### config.mk
export PLATFORM = sky130hd
export DESIGN_NAME = seg_dyn_scan
export DESIGN_NICKNAME = d
export VERILOG_FILES = /design/src/rtl/seg_dyn_scan.sv
export SDC_FILE = /design/constraint.sdc
export NUM_CORES = 1
export LEC_CHECK = 0
export ABC_AREA = 0
export ABC_CLOCK_PERIOD_IN_PS = 4090
export CAP_MARGIN = 20
export CORE_ASPECT_RATIO = 2
export CORE_MARGIN = 5
export CORE_UTILIZATION = 30
export DETAILED_ROUTE_END_ITERATION = 12
export GPL_TIMING_DRIVEN = 0
export PLACE_DENSITY = 0.54
export RECOVER_POWER = 25
export SYNTH_ARGS = -nofsm -noshare
export SYNTH_HDL_FRONTEND = slang
export SYNTH_SLANG_ARGS = --single-unit
export TNS_END_PERCENT = 5
### constraint.sdc
create_clock -name sys_clk -period 4.09 [get_ports sys_clk]
set_input_delay 0.409 -clock sys_clk [delete_from_list [all_inputs] [get_ports sys_clk]]
set_output_delay 0.409 -clock sys_clk [all_outputs]
set_load 0.03 [all_outputs]
### src/rtl/seg_dyn_scan.sv
`default_nettype none
// ============================================================================
//  Module   : seg_dyn_scan
//  Purpose  : Time-multiplexed scan controller for a six-digit common-anode
//             seven-segment display. Each digit owns a fixed slot of
//             CNT_MAX+1 clocks. The first BLANK_CYC clocks of every slot are
//             blanked to suppress ghosting. New content is double-buffered
//             and swapped in only at a frame boundary.
//  Ports    : sys_clk, sys_rst_n (async, active-low)
//             load, data_in[23:0], dot_in[5:0], lz_en  - content load strobe
//             pending      - captured content waits for next frame boundary
//             frame_start  - one-cycle pulse on first cycle of each frame
//             sel[5:0]     - one-hot digit select, active-high
//             seg[7:0]     - {dp,g,f,e,d,c,b,a}, active-low
//  Revision : 1.0 - initial release
// ============================================================================
module seg_dyn_scan #(
    parameter int CNT_MAX   = 49999,
    parameter int BLANK_CYC = 100
) (
    input  logic        sys_clk,
    input  logic        sys_rst_n,
    input  logic        load,
    input  logic [23:0] data_in,
    input  logic [5:0]  dot_in,
    input  logic        lz_en,
    output logic        pending,
    output logic        frame_start,
    output logic [5:0]  sel,
    output logic [7:0]  seg
);

    localparam int            CW        = (CNT_MAX > 0) ? $clog2(CNT_MAX + 1) : 1;
    localparam logic [CW-1:0] C_CNT_MAX = CW'(CNT_MAX);
    localparam logic [CW-1:0] C_BLANK   = CW'(BLANK_CYC);
    localparam logic [2:0]    C_IDX_MAX = 3'd5;

    // Segment lookup, lower seven bits {g,f,e,d,c,b,a}, active-low.
    function automatic logic [6:0] f_hex7(input logic [3:0] h);
        logic [6:0] s;
        case (h)
            4'h0: s = 7'h40;  4'h1: s = 7'h79;  4'h2: s = 7'h24;  4'h3: s = 7'h30;
            4'h4: s = 7'h19;  4'h5: s = 7'h12;  4'h6: s = 7'h02;  4'h7: s = 7'h78;
            4'h8: s = 7'h00;  4'h9: s = 7'h10;  4'hA: s = 7'h08;  4'hB: s = 7'h03;
            4'hC: s = 7'h46;  4'hD: s = 7'h21;  4'hE: s = 7'h06;  default: s = 7'h0E;
        endcase
        return s;
    endfunction

    logic [CW-1:0] r_cnt;
    logic [2:0]    r_idx;
    logic [23:0]   r_act_data, r_pnd_data;
    logic [5:0]    r_act_dot,  r_pnd_dot;
    logic          r_act_lz,   r_pnd_lz;
    logic          r_pending;
    logic          r_frame_start;
    logic [5:0]    r_sel;
    logic [7:0]    r_seg;

    logic          w_cnt_wrap;
    logic          w_boundary;
    logic [CW-1:0] w_cnt_nxt;
    logic [2:0]    w_idx_nxt;
    logic [23:0]   w_act_data_nxt;
    logic [5:0]    w_act_dot_nxt;
    logic          w_act_lz_nxt;
    logic [5:0]    w_lz_zero;
    logic [5:0]    w_blank;
    logic [3:0]    w_dig;
    logic          w_dig_dot;
    logic          w_dig_blank;
    logic [7:0]    w_seg_nxt;

    assign w_cnt_wrap = (r_cnt == C_CNT_MAX);
    assign w_boundary = w_cnt_wrap && (r_idx == C_IDX_MAX);
    assign w_cnt_nxt  = w_cnt_wrap ? '0 : r_cnt + 1'b1;
    assign w_idx_nxt  = !w_cnt_wrap          ? r_idx :
                        (r_idx == C_IDX_MAX) ? 3'd0  : r_idx + 3'd1;

    // Active content as it will be after this edge. Outputs are computed from
    // it so that slot 0 of a new frame already shows freshly swapped content.
    always_comb begin
        w_act_data_nxt = r_act_data;
        w_act_dot_nxt  = r_act_dot;
        w_act_lz_nxt   = r_act_lz;
        if (w_boundary) begin
            if (load) begin
                w_act_data_nxt = data_in;
                w_act_dot_nxt  = dot_in;
                w_act_lz_nxt   = lz_en;
            end else if (r_pending) begin
                w_act_data_nxt = r_pnd_data;
                w_act_dot_nxt  = r_pnd_dot;
                w_act_lz_nxt   = r_pnd_lz;
            end
        end
    end

    // w_lz_zero[n]: digit n and every digit above it are zero.
    // Digit 0 is excluded from blanking so a value of zero still shows "0".
    always_comb begin
        w_lz_zero[5] = (w_act_data_nxt[23:20] == 4'h0);
        for (int i = 4; i >= 0; i--) begin
            w_lz_zero[i] = w_lz_zero[i+1] && (w_act_data_nxt[4*i +: 4] == 4'h0);
        end
        w_blank = w_lz_zero & {6{w_act_lz_nxt}} & 6'b111110;
    end

    always_comb begin
        w_dig       = w_act_data_nxt[3:0];
        w_dig_dot   = w_act_dot_nxt[0];
        w_dig_blank = w_blank[0];
        case (w_idx_nxt)
            3'd1: begin w_dig = w_act_data_nxt[7:4];   w_dig_dot = w_act_dot_nxt[1]; w_dig_blank = w_blank[1]; end
            3'd2: begin w_dig = w_act_data_nxt[11:8];  w_dig_dot = w_act_dot_nxt[2]; w_dig_blank = w_blank[2]; end
            3'd3: begin w_dig = w_act_data_nxt[15:12]; w_dig_dot = w_act_dot_nxt[3]; w_dig_blank = w_blank[3]; end
            3'd4: begin w_dig = w_act_data_nxt[19:16]; w_dig_dot = w_act_dot_nxt[4]; w_dig_blank = w_blank[4]; end
            3'd5: begin w_dig = w_act_data_nxt[23:20]; w_dig_dot = w_act_dot_nxt[5]; w_dig_blank = w_blank[5]; end
            default: ;
        endcase
    end

    always_comb begin
        w_seg_nxt = 8'hFF;
        if (w_cnt_nxt >= C_BLANK) begin
            w_seg_nxt = {~w_dig_dot, (w_dig_blank ? 7'h7F : f_hex7(w_dig))};
        end
    end

    always_ff @(posedge sys_clk or negedge sys_rst_n) begin
        if (!sys_rst_n) begin
            r_cnt         <= '0;
            r_idx         <= 3'd0;
            r_act_data    <= 24'h0;
            r_act_dot     <= 6'h0;
            r_act_lz      <= 1'b0;
            r_pnd_data    <= 24'h0;
            r_pnd_dot     <= 6'h0;
            r_pnd_lz      <= 1'b0;
            r_pending     <= 1'b0;
            r_frame_start <= 1'b0;
            r_sel         <= 6'b000001;
            r_seg         <= 8'hFF;
        end else begin
            r_cnt         <= w_cnt_nxt;
            r_idx         <= w_idx_nxt;
            r_act_data    <= w_act_data_nxt;
            r_act_dot     <= w_act_dot_nxt;
            r_act_lz      <= w_act_lz_nxt;
            r_frame_start <= w_boundary;
            r_sel         <= 6'b000001 << w_idx_nxt;
            r_seg         <= w_seg_nxt;
            // A load on the boundary bypasses the pending buffer entirely.
            if (load && !w_boundary) begin
                r_pnd_data <= data_in;
                r_pnd_dot  <= dot_in;
                r_pnd_lz   <= lz_en;
                r_pending  <= 1'b1;
            end else if (w_boundary) begin
                r_pending  <= 1'b0;
            end
        end
    end

    assign pending     = r_pending;
    assign frame_start = r_frame_start;
    assign sel         = r_sel;
    assign seg         = r_seg;

endmodule
`default_nettype wire

**Word-level counts from Yosys, hierarchy flattened**

Memory sizes are Yosys's and may differ from the RTL's.
Index checks and enable logic that the tools add are counted.

- Mux-type cells: 19
- Equal/unequal tests: 7
- Shift-type cells: 1
- Add/subtract/negate cells: 2
- Bitwise logic cells: 2
- Order comparisons: 1
- Reduce and logical (&&, ||, !) cells: 15

Operators by type and width:

| kind | count |
|---|---|
| $mux W24 | 3 |
| $logic_not A4 Y1 | 6 |
| $pmux W4 S5 | 1 |
| $mux W6 | 3 |
| $add A16 B1 Y16 const B | 1 |
| $eq A16 B16 Y1 const B | 1 |
| $ge A16 B7 Y1 const B | 1 |
| $mux W16 | 1 |
| $pmux W1 S5 | 2 |
| $eq A3 B3 Y1 const B | 3 |
| $mux W8 | 1 |
| $logic_and A1 B1 Y1 | 7 |
| $mux W7 | 1 |
| $and A6 B6 Y6 | 1 |
| $eq A3 B2 Y1 const B | 2 |
| $mux W3 | 2 |
| $shl A1 B3 Y6 const A | 1 |
| $mux W1 | 5 |
| $add A3 B1 Y3 const B | 1 |
| $eq A3 B1 Y1 const B | 1 |
| $reduce_bool A2 Y1 | 1 |
| $logic_not A1 Y1 | 1 |
| $not A1 Y1 | 1 |

- Register bits: 97
- Word-level logic and storage cells: 60
- Memories: 1
- ROM bits: 112
- Output and inout bits: 16
- Bits of input ports: 34

Memory list:

| name | words | width | rd ports | clocked after Yosys merged registers in | wr ports | line | source |
|---|---|---|---|---|---|---|---|
| (name not given) | 16 | 7 | 1 | 0 | 0 | 41 | `case (h)` |

**Depth between registers and ports, before layout**

- Word-level depth: 13
- Depth in mapped cells: 15
- Gate-level depth less buffers: 13

**Worst setup path before layout**

No wires, ideal clock.

- Path type: reg2reg
- Start: reg r_cnt[4]
- End: reg r_seg[1], in the netlist seg[1]
- Period minus slack after synthesis: 3.587 ns
- Stages on the path, launching flop included: 15
- Setup slack: 0.503 ns
- Arrival: 3.499 ns
- Setup time: 0.088 ns
- Path through: dfrtp_1 -> buf_2 -> or4b_4 -> or4_1 -> buf_2 -> clkbuf_1 -> o21ai_0 -> o211ai_1 -> a221oi_1 -> o2111ai_1 -> o21ai_1 -> ha_1 -> or2_0 -> o211ai_1 -> nand3b_1

RTL lines:

| what | line | source |
|---|---|---|
| start, declared | 50 | `logic [CW-1:0] r_cnt;` |
| start signal, assigned | 145 | `r_cnt <= w_cnt_nxt;` |
| $eq A16 B16 Y1 * | 74 | `assign w_cnt_wrap = (r_cnt == C_CNT_MAX);` |
| $logic_and A1 B1 Y1 * | 75 | `assign w_boundary = w_cnt_wrap && (r_idx == C_IDX_MAX);` |
| $mux W24 * | 86 | `if (w_boundary) begin` |
| named net w_act_data_nxt[8] | 64 | `logic [23:0] w_act_data_nxt;` |
| branches (longest 5 deep; another with $mem_v2 Z16 W7) | -- |  |
| $mux W7 * | 126 | `w_seg_nxt = {~w_dig_dot, (w_dig_blank ? 7'h7F : f_hex7(w_dig))};` |
| $mux W8 * | 125 | `if (w_cnt_nxt >= C_BLANK) begin` |
| named net w_seg_nxt[1] | 72 | `logic [7:0] w_seg_nxt;` |
| end signal, assigned | 152 | `r_seg <= w_seg_nxt;` |
| end, declared | 58 | `logic [7:0] r_seg;` |

Mark *: on every way through the listed nets, which the timed path passes.
A chain may end at the register's enable or synchronous reset.

**Final worst setup path**

Ends and elaborated chain as after synthesis.

==> flow_metrics.py <==
metrics = {
    "global_route": {
        "antenna_found_initial": 0,
        "grt_pass1_vias": 4721,
        "overflow": 0,
        "grt_pass1_wl_um": 26640,
        "grt_usage_pct": 17.53,
        "grt_max_degree": 58,
    },
    "cells_and_area": {
        "syn_to_final_growth_pct": 21.89,
        "stdcell_area_um2": 6341,
        "nets": 621,
        "antenna_cells": 0,
        "regArea_um2": 2439,
        "multi_input_area_um2": 2597,
        "n_fill_cell": 1728,
        "drive_gt1_share_pct": 14.14,
    },
    "worst_setup_path": {
        "startpoint": "r_cnt[4]",
        "path_max_fanout": 18,
        "reg2reg_from": "r_cnt[4]",
        "cp-start-kind": "flip-flop",
        "crit_arrival_ns": 4.13,
        "critPathKind": "flip-flop to flip-flop",
        "required_ns": 4.36,
        "cp-end-kind": "flip-flop",
    },
    "sta": {
        "layout_worst_path_cycle_share_pct": 94.38,
        "tns_ns": 0,
        "max_freq_ghz": 0.2590,
        "hold_viol_final": 0,
        "maxSlewHeadroom_pct": -50.85,
        "slew_violations": 42,
        "tightest_slew_ns": 2.263,
        "finalSetupViolCount": 0,
        "finalCriticalPeriod_ns": 3.860,
        "fin_skew_ns": 0.009279,
    },
    "job": {
        "cap_violations": 1,
    },
    "yosys": {
        "synth_top_area_share_pct": 42.33,
        "syn-cell-area_um2": 5202,
        "synth_fa_ha_area_share_pct": 1.780,
        "ys_ff_latch": 97,
        "muxShareOfSynthArea_pct": 7.888,
        "syn_inst": 517,
        "synth-compound-area-share_pct": 19.17,
        "synth-simple-area-share_pct": 17.92,
        "synth.area.top_cells": "dfrtp_1, mux2_2, dfstp_2",
        "yosysSeqAreaShare_pct": 46.87,
        "yosysWarnings": 0,
        "synth_top_family_by_area": "compound AO/OA/AOI/OAI gates",
        "syn_nets": 556,
        "ys_async_sr_fraction_pct": 100.0,
        "synth-xor-area-share_pct": 2.694,
        "synthFlopType": "dfrtp_1",
        "synth_edf_count": 0,
        "yosys.area.top_type": "dfrtp_1",
        "ys_types": 62,
        "postSynthAreaPerCell_um2": 10.06,
    },
    "clock_network": {
        "cts_max_path_buffers": 2,
        "cts_tree": "built",
        "cts_buffers": 9,
        "cts_hold_buf": 0,
        "clk_latency_ns": 0.36,
        "cts_sinks": 97,
        "clkTransAtPathRegs_ns": 0.07,
        "htree_num_levels": 3,
        "cts_root_buffer": "clkbuf_16",
    },
    "floorplan": {
        "rows": 68,
        "die_w_um": 103.1,
        "initial_core_util_pct": 30.27,
        "die_h_um": 196.2,
        "ioPinCount": 50,
        "coreArea_um2": 17190,
        "die_area_um2": 20230,
    },
    "routing": {
        "ant_nets": 0,
        "drtPass1Iterations": 5,
        "drt_iter0_markers": 261,
        "via_per_inst": 5.615,
        "drc_errors": 0,
        "dr_total_vias": 4475,
        "routedWlPerCell_um": 21.52,
        "wirelength_um": 17160,
    },
    "placed_design": {
        "post-dp-hpwl_um": 13060,
        "io_buffers": 49,
        "placed_area_um2": 5981,
        "place.gp.congestion": 0.9022,
    },
    "min_path": {
        "min_from": "r_pnd_data[22]",
        "hold_class": "flip-flop to flip-flop",
    },
    "run_status": {
        "violations": "capacitance limit, slew limit",
        "status": "finished, violations left",
    },
    "power_and_ir_drop": {
        "ir_drop_v": 0.0001672,
        "power_density_nw_per_um2": 334.5,
        "p_leak_nw": 2.547,
        "power.total_mw": 2.121,
    },
}
## cells in the final DEF (no fill, tap or decap), types with 5 or more instances in the layout
| master | count |
|---|---|
| ha_1 | 5 |
| nand2b_1 | 5 |
| nand3_1 | 16 |
| a41oi_1 | 5 |
| nor2_1 | 23 |
| and3_1 | 11 |
| nor4_1 | 12 |
| xnor2_1 | 6 |
| a22oi_1 | 17 |
| nor2b_1 | 20 |
| mux2_2 | 32 |
| a31oi_1 | 17 |
| a21oi_1 | 11 |
| nand4_1 | 5 |
| buf_4 | 5 |
| o21ai_0 | 32 |
| xor2_1 | 10 |
| nand2_1 | 33 |
| o211ai_1 | 10 |
| nor3_1 | 16 |
| o31ai_1 | 9 |
| dfstp_2 | 9 |
| clkdlybuf4s50_1 | 48 |
| clkbuf_16 | 9 |
| dfrtp_1 | 88 |
| a221o_1 | 9 |
| clkbuf_1 | 24 |
| inv_1 | 9 |
| mux2i_1 | 5 |
| and2_1 | 7 |
## cell families (layout without fill, tap and decap cells)
family	after synthesis	after routing
multiplexers	37	37
adder cells (fa/ha/maj)	8	8
XOR/XNOR	16	16
AND/OR/NAND/NOR	170	170
AO/OA/AOI/OAI	142	142
buffers and inverters	47	117
flip-flops	97	97
## area by class of cell
class                      instances  area share (%)
buffer                            36           2.545
clock buffer                      12           4.203
inverter                          10          0.5919
tap                              210           4.144
clock inverter                     4          0.7893
sequential                        97           38.46
timing repair buffer              55           8.307
multi-input combinational        373           40.96
## power breakdown
part	switching, mW	internal, mW
Clock	0.384	0.524
Combinational	0.0940	0.0867
Sequential	0.0300	1.00
## worst max-delay path, cell delays in order, from the launching register on
cell	delay, ns
dfrtp_1	0.36
buf_2	0.17
or4b_4	0.58
or4_1	0.53
clkbuf_4	0.27
o21ai_0	0.19
o211ai_1	0.22
a221oi_2	0.40
o2111ai_2	0.19
o21ai_2	0.16
ha_1	0.29
or2_0	0.23
o211ai_1	0.10
nand3b_1	0.10
## path summary, 6_finish.rpt
path,end,slack (ns),cells past startpoint
setup / recovery,seg[1],0.23,13
hold / removal,r_pnd_data[22],0.51,1
setup reg to reg,seg[1],0.23,13
hold reg to reg,r_pnd_data[22],0.51,1
max in group asynchronous,r_act_data[0],0.94,2
min in group asynchronous,r_cnt[11],0.72,1
## sequential cells by signal (all words and copies together) (netlist names), 3 cells and up
register    count
r_act_data     24
r_act_dot       6
r_cnt          16
r_idx           3
r_pnd_data     24
r_pnd_dot       6
seg             8
sel             6
## metal layers
layer | vias to the layer above | routed length (um) | global-route usage [%]
met5 | - | 0 | 0
met4 | 0 | 762 | 8.694
met3 | 42 | 421 | 2.705
met2 | 96 | 9850 | 32.71
met1 | 2273 | 6121 | 18.18
li1 | 2064 | - | -
## repair_timing
action / in CTS / in global routing
endpoints found under the setup margin: 7 / 7
resized for setup: 1 / 13
setup buffers: 2 / 3
pin swaps: 1 / 3
## Yosys cell counts, types with 6 or more instances
cell,n
nor2_1,23
a21oi_1,11
dfrtp_1,88
dfstp_2,9
o21ai_0,33
clkbuf_1,26
nand2_1,33
xnor2_1,6
and3_1,11
nor3_1,16
o211ai_1,10
a221o_1,9
o31ai_1,9
a31oi_1,17
nor2b_1,20
buf_2,6
and2_1,7
xor2_1,10
nand3_1,17
nor4_1,12
inv_1,9
mux2_2,32
a22oi_1,17
## stage by stage
| stage | std cells | hold WS [ns] | setup WS, ns | util (%) |
|---|---|---|---|---|
| 5_1_grt | 797 | 0.5296 | -0.01000 | 36.90 |
| 3_5_place_dp | 777 | 0.4445 | -0.2082 | 34.80 |
| 2_1_floorplan | 517 | 0.1134 | 0.5030 | - |
| 4_1_cts | 794 | 0.07560 | 0.07486 | 36.73 |
| 6_report | 797 | 0.5119 | 0.2297 | 36.90 |
| 3_3_place_gp | 776 | 0.4882 | -1.162 | 34.65 |
Note: power is estimated with default switching activity, not from simulation.
